## src/rtl/lpc_bus_sched.sv

```systemverilog
// Arbitrates the fetch and data ports onto one LPC byte master, splitting
// wider accesses into sequential byte cycles and assembling little-endian reads.
module lpc_bus_sched (
    input  logic        lclk,
    input  logic        lreset,
    input  logic        if_req,
    input  logic [31:0] if_addr,
    output logic        if_ack,
    input  logic        d_req,
    input  logic        d_dir,
    input  logic [1:0]  d_size,
    input  logic [31:0] d_addr,
    input  logic [31:0] d_wdata,
    output logic        d_ack,
    output logic [31:0] rdata,
    output logic        busy,
    output logic        m_go,
    output logic        m_dir,
    output logic [31:0] m_addr,
    output logic [7:0]  m_wdata,
    input  logic [7:0]  m_rdata,
    input  logic        m_done
);
    typedef enum logic [1:0] {IDLE, ISSUE, RELEASE, RESP} state_t;

    state_t      state, state_n;
    logic        rr_data, rr_data_n;   // 1: data port wins the next tie
    logic        owner, owner_n;       // 1: data port owns the transaction
    logic [31:0] base, base_n;
    logic        dir, dir_n;
    logic [31:0] wdata, wdata_n;
    logic [1:0]  last, last_n;
    logic [1:0]  idx, idx_n;
    logic        m_go_n, m_dir_n, if_ack_n, d_ack_n;
    logic [31:0] m_addr_n, rdata_n;
    logic [7:0]  m_wdata_n;
    logic        grant_d, load;

    always_comb begin
        state_n   = state;
        rr_data_n = rr_data;
        owner_n   = owner;
        base_n    = base;
        dir_n     = dir;
        wdata_n   = wdata;
        last_n    = last;
        idx_n     = idx;
        m_go_n    = m_go;
        m_dir_n   = m_dir;
        m_addr_n  = m_addr;
        m_wdata_n = m_wdata;
        rdata_n   = rdata;
        if_ack_n  = 1'b0;
        d_ack_n   = 1'b0;
        grant_d   = 1'b0;
        load      = 1'b0;
        case (state)
            IDLE: begin
                if (!m_done && (if_req || d_req)) begin
                    grant_d = d_req && (!if_req || rr_data);
                    if (if_req && d_req)
                        rr_data_n = !grant_d;
                    owner_n = grant_d;
                    base_n  = grant_d ? d_addr : if_addr;
                    dir_n   = grant_d && d_dir;
                    wdata_n = grant_d ? d_wdata : 32'h0;
                    if (grant_d && d_size == 2'd0)
                        last_n = 2'd0;
                    else if (grant_d && d_size == 2'd1)
                        last_n = 2'd1;
                    else
                        last_n = 2'd3;
                    idx_n   = 2'd0;
                    rdata_n = 32'h0;
                    load    = 1'b1;
                    state_n = ISSUE;
                end
            end
            ISSUE: begin
                if (m_done) begin
                    if (!dir)
                        rdata_n[{idx, 3'b000} +: 8] = m_rdata;
                    m_go_n  = 1'b0;
                    state_n = RELEASE;
                end
            end
            RELEASE: begin
                if (!m_done) begin
                    if (idx == last) begin
                        if_ack_n = !owner;
                        d_ack_n  = owner;
                        state_n  = RESP;
                    end else begin
                        idx_n   = idx + 2'd1;
                        load    = 1'b1;
                        state_n = ISSUE;
                    end
                end
            end
            default: state_n = IDLE;
        endcase
        // Every byte cycle is launched from the latched context plus the byte index.
        if (load) begin
            m_go_n    = 1'b1;
            m_dir_n   = dir_n;
            m_addr_n  = base_n + {30'h0, idx_n};
            m_wdata_n = wdata_n[{idx_n, 3'b000} +: 8];
        end
    end

    always_ff @(posedge lclk) begin
        if (lreset) begin
            state   <= IDLE;
            rr_data <= 1'b1;
            owner   <= 1'b0;
            base    <= 32'h0;
            dir     <= 1'b0;
            wdata   <= 32'h0;
            last    <= 2'd0;
            idx     <= 2'd0;
            m_go    <= 1'b0;
            m_dir   <= 1'b0;
            m_addr  <= 32'h0;
            m_wdata <= 8'h0;
            rdata   <= 32'h0;
            if_ack  <= 1'b0;
            d_ack   <= 1'b0;
            busy    <= 1'b0;
        end else begin
            state   <= state_n;
            rr_data <= rr_data_n;
            owner   <= owner_n;
            base    <= base_n;
            dir     <= dir_n;
            wdata   <= wdata_n;
            last    <= last_n;
            idx     <= idx_n;
            m_go    <= m_go_n;
            m_dir   <= m_dir_n;
            m_addr  <= m_addr_n;
            m_wdata <= m_wdata_n;
            rdata   <= rdata_n;
            if_ack  <= if_ack_n;
            d_ack   <= d_ack_n;
            busy    <= (state_n != IDLE);
        end
    end
endmodule

```

## config.mk

```make
export PLATFORM = sky130hd
export DESIGN_NAME = lpc_bus_sched
export DESIGN_NICKNAME = d
export VERILOG_FILES = /design/src/rtl/lpc_bus_sched.sv
export SDC_FILE = /design/constraint.sdc
export NUM_CORES = 1
export LEC_CHECK = 0
export ABC_AREA = 1
export CAP_MARGIN = 25
export CELL_PAD_IN_SITES_DETAIL_PLACEMENT = 1
export CELL_PAD_IN_SITES_GLOBAL_PLACEMENT = 1
export CORE_ASPECT_RATIO = 1.2
export CORE_MARGIN = 1
export CORE_UTILIZATION = 39
export CTS_BUF_LIST = sky130_fd_sc_hd__clkbuf_4 sky130_fd_sc_hd__clkbuf_8
export CTS_CLUSTER_DIAMETER = 30
export DETAILED_ROUTE_END_ITERATION = 16
export GPL_TIMING_DRIVEN = 0
export PLACE_DENSITY_LB_ADDON = 0.1
export SKIP_LAST_GASP = 1
export SLEW_MARGIN = 10
export SYNTH_ARGS = -nofsm -noshare
export SYNTH_HDL_FRONTEND = slang
export SYNTH_SLANG_ARGS = --single-unit
export TNS_END_PERCENT = 20
```

## constraint.sdc

```tcl
create_clock -name lclk -period 5.5 [get_ports lclk]
set_input_delay 1.65 -clock lclk [delete_from_list [all_inputs] [get_ports lclk]]
set_output_delay 1.65 -clock lclk [all_outputs]
set_load 0.05 [all_outputs]
```

==> results.md <==
- Outcome: complete, no violations
- Simple-gate portion of the synthesized area: 37.1%
- Leak: 4.64 nW
- Clk root buf: clkbuf_8
- RSZ-0062 raised after global routing: no
- Critical R2R Launch: idx[0]
- Power per cell area: 284 mW/mm^2
- Fillers: 2586
- Worst path max stage delay: 0.59 ns
- Max-capacitance violation count: 0
- Sw Share: 36.5%
- Vias in the first global route: 8672
- Crit path capture type: flip-flop
- Initial Util: 40.1%
- Core area: 0.0197 mm^2
- Setup CP Type: input pin to flip-flop
- Final hold violations: 0
- Initial DRC Count: 361
- TritonRoute pass-1 iters: 5
- Switch Pwr: 1.09 mW
- Final Cycle Share: 90.9%
- Final Util: 53.4%
- Mux share of post-synthesis cell area: 0%
- Residual DRC: 0
- Cell area after layout: 0.0105 mm^2
- Measured slew at the worst slew-check pin: 0.789 ns
- Port bufs: 187
- Final setup fails: 0
- Gate Count Post-Synth: 1156
- Synth top area share: 38.0%
- IO Pins: 189
- Reg power frac: 40.4%
- GR Util All Layers: 28.4%
- Async S/R FF share, synth: 0%
- Mean Syn Cell Area: 6.83 um^2
- CTS buffer count: 17
- Post-CTS Setup Bufs: 0
- Synth top area cells: dfxtp_1 38%, nand2_1 14%, inv_1 7.2%, nand3_1 6.6%, nor2_1 6.2%
- Adder-cell area share of the yosys netlist: 1.20%
- Min-Delay Path Class: flip-flop to flip-flop
- Clock buffer depth: 2
- Slew margin rel.: 47.0%
- Internal: 1.89 mW
- Largest net degree at the start of global routing: 17
- Yosys Warn Count: 0
- Combinational Power Share: 28.5%
- Clk pwr share: 31.1%
- Hold_sp: owner
- Grt total ovfl: 0
- Die width: 132 um
- CTS tree: done
- Critical path's most frequent cell: nand2_1
- Hold_buf cts: 0
- Largest family of logic cells by synthesized area: simple AND/OR/NAND/NOR gates
- Place WS: 0.0186 ns
- Via count: 8415
- Time the worst path needs with I/O delays and setup: 5.00 ns
- Crit path cell chain: clkdlybuf4s50_1 > o211ai_4 > buf_4 > nand2_1 > o22ai_2 > inv_2 > fa_1 > nor2_4 > nand2_1 > nor2_2 > nand2_1 > nand2_1 > nand3_1 > nand2_1 > inv_1
- Storage cell area: 0.00300 mm^2
- Post-synth EDFFs: 0
- Placer Congestion: 0.913
- Clock slew at reported path FFs: 0.10 ns
- Nets: 1481
- Top post-synthesis cells by count: 285 x nand2_1, 152 x inv_1, 150 x dfxtp_1
- Layout area overhead: 33.2%
- Routed wire per std cell: 17.6 um
- FMAX: 200 MHz
- Worst vdd ir: 153 uV
- Synth Flop Type: dfxtp_1
- Full die area: 0.0208 mm^2
- Capture point of the critical path: m_addr[30]
- Max FO, Critical Path: 10
- Die height: 158 um
- Max-slew violations: 0
- Ant diodes: 0
- # rows: 56
- Vias/cell: 5.14
- Most area-hungry cell type in the Yosys netlist: dfxtp_1
- Initial antenna violation count: 0
- Compound-Gate Fraction of Synth Area: 12.3%
- DP HPWL: 22.9 mm
- Post-Synth XOR/XNOR Area: 0.444%
- Worst-Skew Late Latency: 0.48 ns
- Register area share after synthesis: 38.0%
- CP delay by family, top: buffers and inverters
- Flop and latch count out of synthesis: 150
- Final TNS setup: 0 ns
- Worst hold slack: 0.458 ns
- Post-Syn Area: 0.00790 mm^2
- Syn_nets: 1275
- Clock tree sinks: 150
- Top-count cell post-synth: nand2_1
- Crit path DAT: 5.39 ns
- WP buf/inv: 4
- Post-Route WL: 28.7 mm
- H-tree levels: 4
- Worst clock skew: 0.0166 ns
- Crit start category: input pin
- Ratio of cells with drive above 1 in the final layout: 10.2%
- CP Launch Point: if_req
- R2R Setup Slk: 1.85 ns
- Critical Path RT: 5.89 ns
- Worst-case reg-to-reg path depth: 15
- Netlist cell types: 43
- CP Depth: 15
- Post-detailed-route count of antenna-violating nets: 0
- Final setup margin: 0.503 ns
- Worst R2R End: m_addr[30]
- Cts repair resizes: 0
- Area of the multi-input gates: 0.00403 mm^2
- Placed cell areas: 0.0101 mm^2
- Crit-path slowest cell: fa_1
- First-pass GRT wire length: 45.1 mm
[per-layer routing]
layer,GRT usage [%],share of wire (%)
met5,0,0
met4,13.8,3.9
met3,3.65,2.7
met2,56.0,55
met1,29.5,38
[cell usage in the layout, fill, tap and decap left out, types with 7 or more instances in the layout]
| cell type | instances |
|---|---|
| buf_2 | 19 |
| nand3_1 | 104 |
| a22oi_1 | 36 |
| o211ai_1 | 11 |
| inv_1 | 152 |
| o21ai_0 | 43 |
| o21ai_1 | 8 |
| clkbuf_8 | 18 |
| nand3_2 | 17 |
| nor3_1 | 8 |
| nand2_2 | 25 |
| o21bai_1 | 7 |
| nand2_1 | 285 |
| clkdlybuf4s50_1 | 187 |
| nor2_1 | 130 |
| nor2_2 | 17 |
| a21oi_1 | 30 |
| a31oi_1 | 8 |
| dfxtp_1 | 150 |
| nand3b_1 | 25 |
| clkbuf_1 | 26 |
[kinds of logic after synthesis]
family | count (synthesis)
AO/OA/AOI/OAI | 153
AND/OR/NAND/NOR | 631
XOR/XNOR | 4
flip-flops | 150
adder cells (fa/ha/maj) | 7
buffers and inverters | 211
[layout make-up]
type                       count  area share, %
clock buffer                  18           2.36
multi-input combinational    795           38.3
buffer                        53           2.56
timing repair buffer         187           17.8
clock inverter                14           1.69
tap                          261           3.10
sequential                   150           28.5
inverter                     158           5.64
[worst min-delay path by stage]
stage                          end  slack [ns]  cells after the start
after global placement       d_ack        0.44                      2
after global routing      rdata[6]        0.49                      2
after CTS                   if_ack        0.46                      1
after detailed placement    if_ack        0.44                      1
after floorplan             if_ack        0.41                      1
final                       if_ack        0.46                      1
[power by group through the flow]
stage               Combinational (mW)  Sequential (mW)  Clock, mW
finish                           0.850             1.21      0.927
CTS                              0.856             1.21      0.938
global placement                 0.838             1.23          0
global route                     0.917             1.21      0.985
floorplan                        0.363             1.38          0
detailed placement               0.850             1.23          0
[sequential cells by signal, indices dropped and copies added, names as in the netlist, 2 cells and up]
register and flops:
last 2, state 2, idx 2, base 32
wdata 32, rdata 32, m_addr 32, m_wdata 8
[through the flow]
step	power (mW)	std cells
final	2.98	1636
after global routing	3.12	1636
after CTS	3.00	1636
after detailed placement	2.08	1604
after global placement	2.07	1604
after floorplan	1.75	1156
[worst register-to-register path, stage by stage (launching register included)]
cell and delay, ns:
dfxtp_1 0.38, buf_2 0.23, inv_1 0.14, ha_1 0.34, inv_1 0.10, o22ai_2 0.56
inv_2 0.26, fa_1 0.59, nor2_4 0.22, nand2_1 0.16, nor2_2 0.20, nand2_1 0.07
nand2_1 0.05, nand3_1 0.12, nand2_1 0.10, inv_1 0.04
Power figures use the tool's default switching activity.
